$ cat src/rtl/udiv_12_4_seq.sv
// udiv_12_4_seq: sequential unsigned restoring divider, 12-bit / 4-bit.
// Retires one quotient bit per clock after a START/DONE handshake.
//
// Ports:
//   CLK   - clock, rising edge
//   RST   - asynchronous active-high reset
//   START - request pulse, sampled only while BUSY=0
//   DVD   - 12-bit dividend, captured on accepted START
//   DVS   - 4-bit divisor, captured on accepted START
//   Q     - 8-bit quotient register
//   R     - 4-bit remainder register
//   BUSY  - high in CALC and FIN
//   DONE  - one-cycle pulse while Q/R/DZ/OVF are valid (FIN state)
//   DZ    - divide-by-zero flag for the last operation
//   OVF   - quotient-overflow flag for the last operation
//
// Optional feature: define UDIV_OVF_CHECK_EN to compile in the
// DVD[11:8] >= DVS overflow precheck. Without it OVF is tied to 0 and the
// caller must guarantee DVD < DVS*256.

module udiv_12_4_seq (
  input  logic        CLK,
  input  logic        RST,
  input  logic        START,
  input  logic [11:0] DVD,
  input  logic [3:0]  DVS,
  output logic [7:0]  Q,
  output logic [3:0]  R,
  output logic        BUSY,
  output logic        DONE,
  output logic        DZ,
  output logic        OVF
);

  localparam logic [1:0] S_IDLE = 2'd0;
  localparam logic [1:0] S_CALC = 2'd1;
  localparam logic [1:0] S_FIN  = 2'd2;

  logic [1:0] state;
  logic [3:0] pr;
  logic [3:0] dvs_r;
  logic [7:0] sh;
  logic [2:0] cnt;

  logic [4:0] t;
  logic [4:0] diff;
  logic       qbit;
  logic [3:0] pr_next;

`ifdef UDIV_OVF_CHECK_EN
  logic ovf_r;
  assign OVF = ovf_r;
`else
  assign OVF = 1'b0;
`endif

  // One restoring step: bring down the next dividend bit, subtract if it fits.
  // Only the low 4 bits of the difference are kept as the new partial remainder.
  always_comb begin
    t       = {pr, sh[7]};
    diff    = t - {1'b0, dvs_r};
    qbit    = (t >= {1'b0, dvs_r});
    pr_next = qbit ? diff[3:0] : t[3:0];
  end

  assign BUSY = (state != S_IDLE);
  assign DONE = (state == S_FIN);

  always_ff @(posedge CLK or posedge RST) begin
    if (RST) begin
      state <= S_IDLE;
      pr    <= '0;
      dvs_r <= '0;
      sh    <= '0;
      cnt   <= '0;
      Q     <= '0;
      R     <= '0;
      DZ    <= 1'b0;
`ifdef UDIV_OVF_CHECK_EN
      ovf_r <= 1'b0;
`endif
    end else begin
      case (state)
        S_IDLE: begin
          if (START) begin
            dvs_r <= DVS;
            pr    <= DVD[11:8];
            sh    <= DVD[7:0];
            cnt   <= 3'd7;
            DZ    <= 1'b0;
`ifdef UDIV_OVF_CHECK_EN
            ovf_r <= 1'b0;
`endif
            if (DVS == '0) begin
              DZ    <= 1'b1;
              Q     <= '1;
              R     <= DVD[3:0];
              state <= S_FIN;
            end
`ifdef UDIV_OVF_CHECK_EN
            else if (DVD[11:8] >= DVS) begin
              ovf_r <= 1'b1;
              Q     <= '1;
              R     <= '1;
              state <= S_FIN;
            end
`endif
            else begin
              state <= S_CALC;
            end
          end
        end
        S_CALC: begin
          pr  <= pr_next;
          sh  <= {sh[6:0], 1'b0};
          Q   <= {Q[6:0], qbit};
          cnt <= cnt - 3'd1;
          if (cnt == 3'd0) begin
            R     <= pr_next;
            state <= S_FIN;
          end
        end
        S_FIN:   state <= S_IDLE;
        default: state <= S_IDLE;
      endcase
    end
  end

endmodule

$ cat config.mk
export PLATFORM = sky130hd
export DESIGN_NAME = udiv_12_4_seq
export DESIGN_NICKNAME = d
export VERILOG_FILES = /design/src/rtl/udiv_12_4_seq.sv
export SDC_FILE = /design/constraint.sdc
export NUM_CORES = 1
export LEC_CHECK = 0
export BUFFER_PORTS_ARGS = -buffer_cell sky130_fd_sc_hd__buf_2
export CAP_MARGIN = 30
export CORE_UTILIZATION = 25
export CTS_BUF_LIST = sky130_fd_sc_hd__clkbuf_8
export DETAILED_ROUTE_END_ITERATION = 10
export GPL_TIMING_DRIVEN = 1
export PLACE_DENSITY = 0.46
export REMOVE_ABC_BUFFERS = 1
export SLEW_MARGIN = 5
export SYNTH_ARGS = -nofsm -noshare
export SYNTH_HDL_FRONTEND = slang
export SYNTH_SLANG_ARGS = --single-unit
$ cat constraint.sdc
create_clock -name CLK -period 4.9 [get_ports CLK]
set_clock_uncertainty 0.1 [all_clocks]
set_input_delay 0.98 -clock CLK [delete_from_list [all_inputs] [get_ports CLK]]
set_output_delay 0.98 -clock CLK [all_outputs]
set_load 0.005 [all_outputs]
[Word level (Yosys, flattened, before mapping)]
Index checks and enable logic that the tools add are counted.
Cells by class
  add/sub/neg operators: 2
  magnitude comparators: 1
  eq/ne operators: 5
  multiplexer cells: 19
  reductions and logical operators: 10
Operators with widths (count)
  case mux 8 bit (2 select lines): 2
  two-way mux 8 bit: 3
  two-way mux 4 bit: 5
  case mux 4 bit (2 select lines): 2
  two-way mux 2 bit: 3
  inequality test 2 bit, second input constant: 3
  case mux 3 bit (2 select lines): 1
  AND reduction 2 bit: 3
  >= comparator 5 x 4 -> 1 bit: 1
  zero test 4 bit: 1
  case mux 2 bit (2 select lines): 1
  AND reduction 4 bit: 1
  nonzero test 2 bit: 2
  subtractor 4 bit: 1
  zero test 3 bit: 1
  two-way mux 3 bit: 1
  AND reduction 3 bit: 1
  subtractor 3 x 1 -> 3 bit, second input constant: 1
  equality test 2 x 1 -> 1 bit, second input constant: 1
  equality test 2 bit, second input constant: 1
  zero test 2 bit: 1
  two-way mux 1 bit: 1
Word-level totals
  register bits after elaboration: 34
  bits of input ports: 19
  output and inout bits: 16
  word-level logic and storage cells: 45

[Logic depth before layout (Yosys ltp)]
  word-level depth: 4
  gate-level depth with buffers: 7
  depth with buffers taken out: 7

[Worst setup path after synthesis]
No wires, ideal clock.
  path kind: input to register
  from: in DVS[3]
  to: reg Q[0]
  setup time: 0.063 ns
  arrival: 1.878 ns
  slack: 2.859 ns
  stages: 4
  buffers on the path: 0
  cell sequence: nor4_2 > nand2_1 > nand2_1 > o22a_2
Between the ends
  cells in the longest elaborated chain, start to end: 3
Ends and longest elaborated chain
  start: declaration: RTL line 26  | input logic [3:0] DVS,
  zero test 4 bit: RTL line 94  | if (DVS == '0) begin
  inequality test 2 bit (no source line)
  AND reduction 3 bit (no source line)
  end signal: assignment: RTL line 116  | Q <= {Q[6:0], qbit};
  end: declaration: RTL line 27  | output logic [7:0] Q,
Every way passes these cells.
A chain may end at the register's enable or synchronous reset.

[Final worst setup path]
Ends and elaborated chain as after synthesis.

==> metrics.txt <==
outcome finished, final reports clean; Hold-fix buffers, CTS 0; area of the core 0.00639 mm²; first-pass GRT wire length 6520 µm; worst-path fanout max 8; Comb power frac 50.1%; Die Ht 83.7 µm; dpl cells 278; Reg2Reg Capture Point R[2]; layout cells sized above 1 24.4%; CTS tree built; # fillers 716; postcts setup bufs 0; grt total ovfl 0; Worst setup SP type input port; # IOs 35; htree depth 2; Post-synth EDFFs 0; Synth cell types 34; Mapped Cells 172; total track usage 11.8%; routed len/inst 13.8 µm; main combinational cell family by area after synthesis compound AO/OA/AOI/OAI gates; Slew headroom 64.8%; critical path's slowest cell nor4_2; Net Sw Frac 41.7%; # DRC 0; GRT Max-Usage Layer met1; Worst Reg-to-Reg Cells 6; Root Driver clkbuf_8; Reg power frac 35.0%; crit path time final 2.21 ns; met2 usage 16.4%; async set-reset flop share out of synthesis 100%; critical path required time 5.03 ns; CP Cell Sequence buf_2 -> nor4_2 -> nand2_1 -> nand2_1 -> o22a_2; Seq/Total Area, Yosys 50.9%; Clock power frac 15.0%; Via density 4.70; Post-DP HPWL 2790 µm; # clock sinks 34; Hold Path Class reg2reg; xor and xnor area share after synthesis 0.524%; final hold violations 0; Skew-Pair Late Insertion Delay 0.29 ns; MaxCap Viol Count 0; Worst Hold Depth 1; met1 Use GR 16.9%; antenna violations before repair 0; Top cell by count, worst path nand2_1; Peak VDD IR 0.000254 V; Final Power 0.00143 W; Leak 0.931 nW; synthesized cell area 0.00167 mm²; Layout Nets 234; CP Class in2reg; Worst-Margin Slew 0.526 ns; hold_sp Q[7]; CTS resizes 0; reg2reg setup slack 2.92 ns; via count 1344; endpoints failing setup 0; clk buf depth 2; Final Cycle Share 45.1%; fmax 452 MHz; Die Wd 83.7 µm; largest net degree at the start of global routing 35; Net Sw Power 0.000596 W; post-synthesis compound-gate area fraction 19.0%; ys flop type dfrtp_1; Post-Synth Adder-Cell Area 5.69%; Crit Reg-Reg Startpoint pr[1]; Diodes inserted 0; 1st-pass router iterations 4; Synthesis Warnings 0; full die area 0.00701 mm²; Synth Area in Simple Gates 17.9%; Worst-path clk slew 0.07 ns; PwrDens 709 mW/mm²; Routed WL 3940 µm; met3 Use GR 4.65%; Mean Syn Cell Area 9.71 µm²; input/output buffers 33; layout overhead on the synthesized area 20.6%; max-slew violation count 0; number of buffers created by CTS 5; flops & latches, synth 34; std cell rows 29; CP endpoint kind register; RSZ-0062 raised after global routing no; CP peak stage delay 0.51 ns; internal power 0.000833 W; mux share of post-synthesis cell area 0%; starting density of the core 26.2%; Hold EP Q[7]; Routability Congestion 0.786; final non-filler cell total 286; Arrival @ worst endpoint 2.34 ns; setup_tns 0 ns; Routed Antenna Nets 0; drt initial violations 84; number of global-route vias before repair 1306
==> power groups by stage <==
stage | clock, W | sequential (W) | combinational [W]
2_1_floorplan | 0 | 0.000489 | 0.000514
3_3_place_gp | 0 | 0.000504 | 0.000720
3_5_place_dp | 0 | 0.000503 | 0.000727
4_1_cts | 0.000219 | 0.000501 | 0.000728
5_1_grt | 0.000228 | 0.000516 | 0.000816
6_report | 0.000214 | 0.000500 | 0.000715
==> how the worst max path moves through the flow <==
stage          startpoint  endpoint  slack [ns]  depth (start not counted)
2_1_floorplan       START      Q[0]        2.54                          4
3_3_place_gp       DVS[3]      Q[0]        2.46                          5
3_5_place_dp       DVS[3]      Q[0]        2.41                          5
4_1_cts            DVS[3]      Q[0]        2.70                          5
5_1_grt            DVS[3]      Q[5]        2.57                          5
6_report           DVS[3]      Q[0]        2.69                          5
==> area by class of cell <==
cell class	instances	area (µm²)	share of cell area, %
flip-flops and latches	34	851	42.2
clock buffers	6	82.6	4.10
clock inverters	2	8.76	0.435
multi-input cells	115	724	36.0
repair buffers	37	195	9.69
well taps	77	96.3	4.78
inverters	15	56.3	2.80
==> per-layer routing <==
layer,share of wire [%],wire length [µm]
met1,53,2070
met2,39,1560
met3,7.3,286
met4,0.63,25
met5,0,0
==> synthesized netlist by cell type (2+ instances only) <==
| cell type | n | area, µm² |
|---|---|---|
| nor2b_1 | 3 | 18.8 |
| nand2_1 | 33 | 124 |
| a21oi_1 | 6 | 30.0 |
| nor2_1 | 9 | 33.8 |
| dfrtp_1 | 34 | 851 |
| clkbuf_1 | 3 | 11.3 |
| o22ai_1 | 5 | 31.3 |
| a211oi_1 | 3 | 22.5 |
| a31oi_1 | 7 | 43.8 |
| nand3_1 | 7 | 35.0 |
| a32oi_1 | 2 | 17.5 |
| buf_2 | 4 | 20.0 |
| o211ai_1 | 2 | 15.0 |
| inv_1 | 15 | 56.3 |
| o22a_1 | 7 | 61.3 |
| a22oi_1 | 3 | 22.5 |
| ha_1 | 6 | 75.1 |
| o21ai_0 | 7 | 35.0 |
==> worst max-delay path, delay by kind of cell <==
family	cells	cell delay (ns)
AO/OA/AOI/OAI	1	0.20
buffers and inverters	1	0.11
AND/OR/NAND/NOR	3	1.05
==> kinds of logic (layout without fill, tap and decap cells) <==
| family | after synthesis | in the layout |
|---|---|---|
| other | 1 | 1 |
| XOR/XNOR | 1 | 1 |
| buffers and inverters | 23 | 60 |
| adder cells (fa/ha/maj) | 7 | 7 |
| AO/OA/AOI/OAI | 46 | 46 |
| flip-flops | 34 | 34 |
| AND/OR/NAND/NOR | 60 | 60 |
==> per-stage QoR <==
step	hold WS, ns	utilization, %	setup slack, ns	area, µm²
final	0.388	31.5	2.69	2010
after global placement	0.363	30.1	2.46	1920
after CTS	0.391	31.5	2.70	2010
after detailed placement	0.369	30.1	2.41	1920
after floorplan	0.352	-	2.54	1630
after global routing	0.404	31.5	2.57	2010
==> placed cells by master, fill, tap and decap left out, types with 2 or more instances in the layout <==
master,synthesis,layout
o211ai_1,2,2
o22ai_1,5,5
buf_4,1,4
a211oi_1,3,3
inv_1,15,16
clkbuf_8,0,6
nor2b_1,3,3
o21ai_0,7,7
a32oi_1,2,2
dfrtp_1,34,34
a22oi_1,3,3
ha_1,6,6
buf_2,4,33
a31oi_1,7,7
a21oi_1,6,6
nand2_1,33,33
nand3_1,7,7
nor2_1,9,9
o22a_1,7,7
==> flip-flops by register name, indices dropped and copies added, names as in the netlist <==
name	cells
R	4
state	2
Q	8
cnt	3
dvs_r	4
pr	4
DZ	1
sh	8
Note: power is estimated with default switching activity, not from simulation.
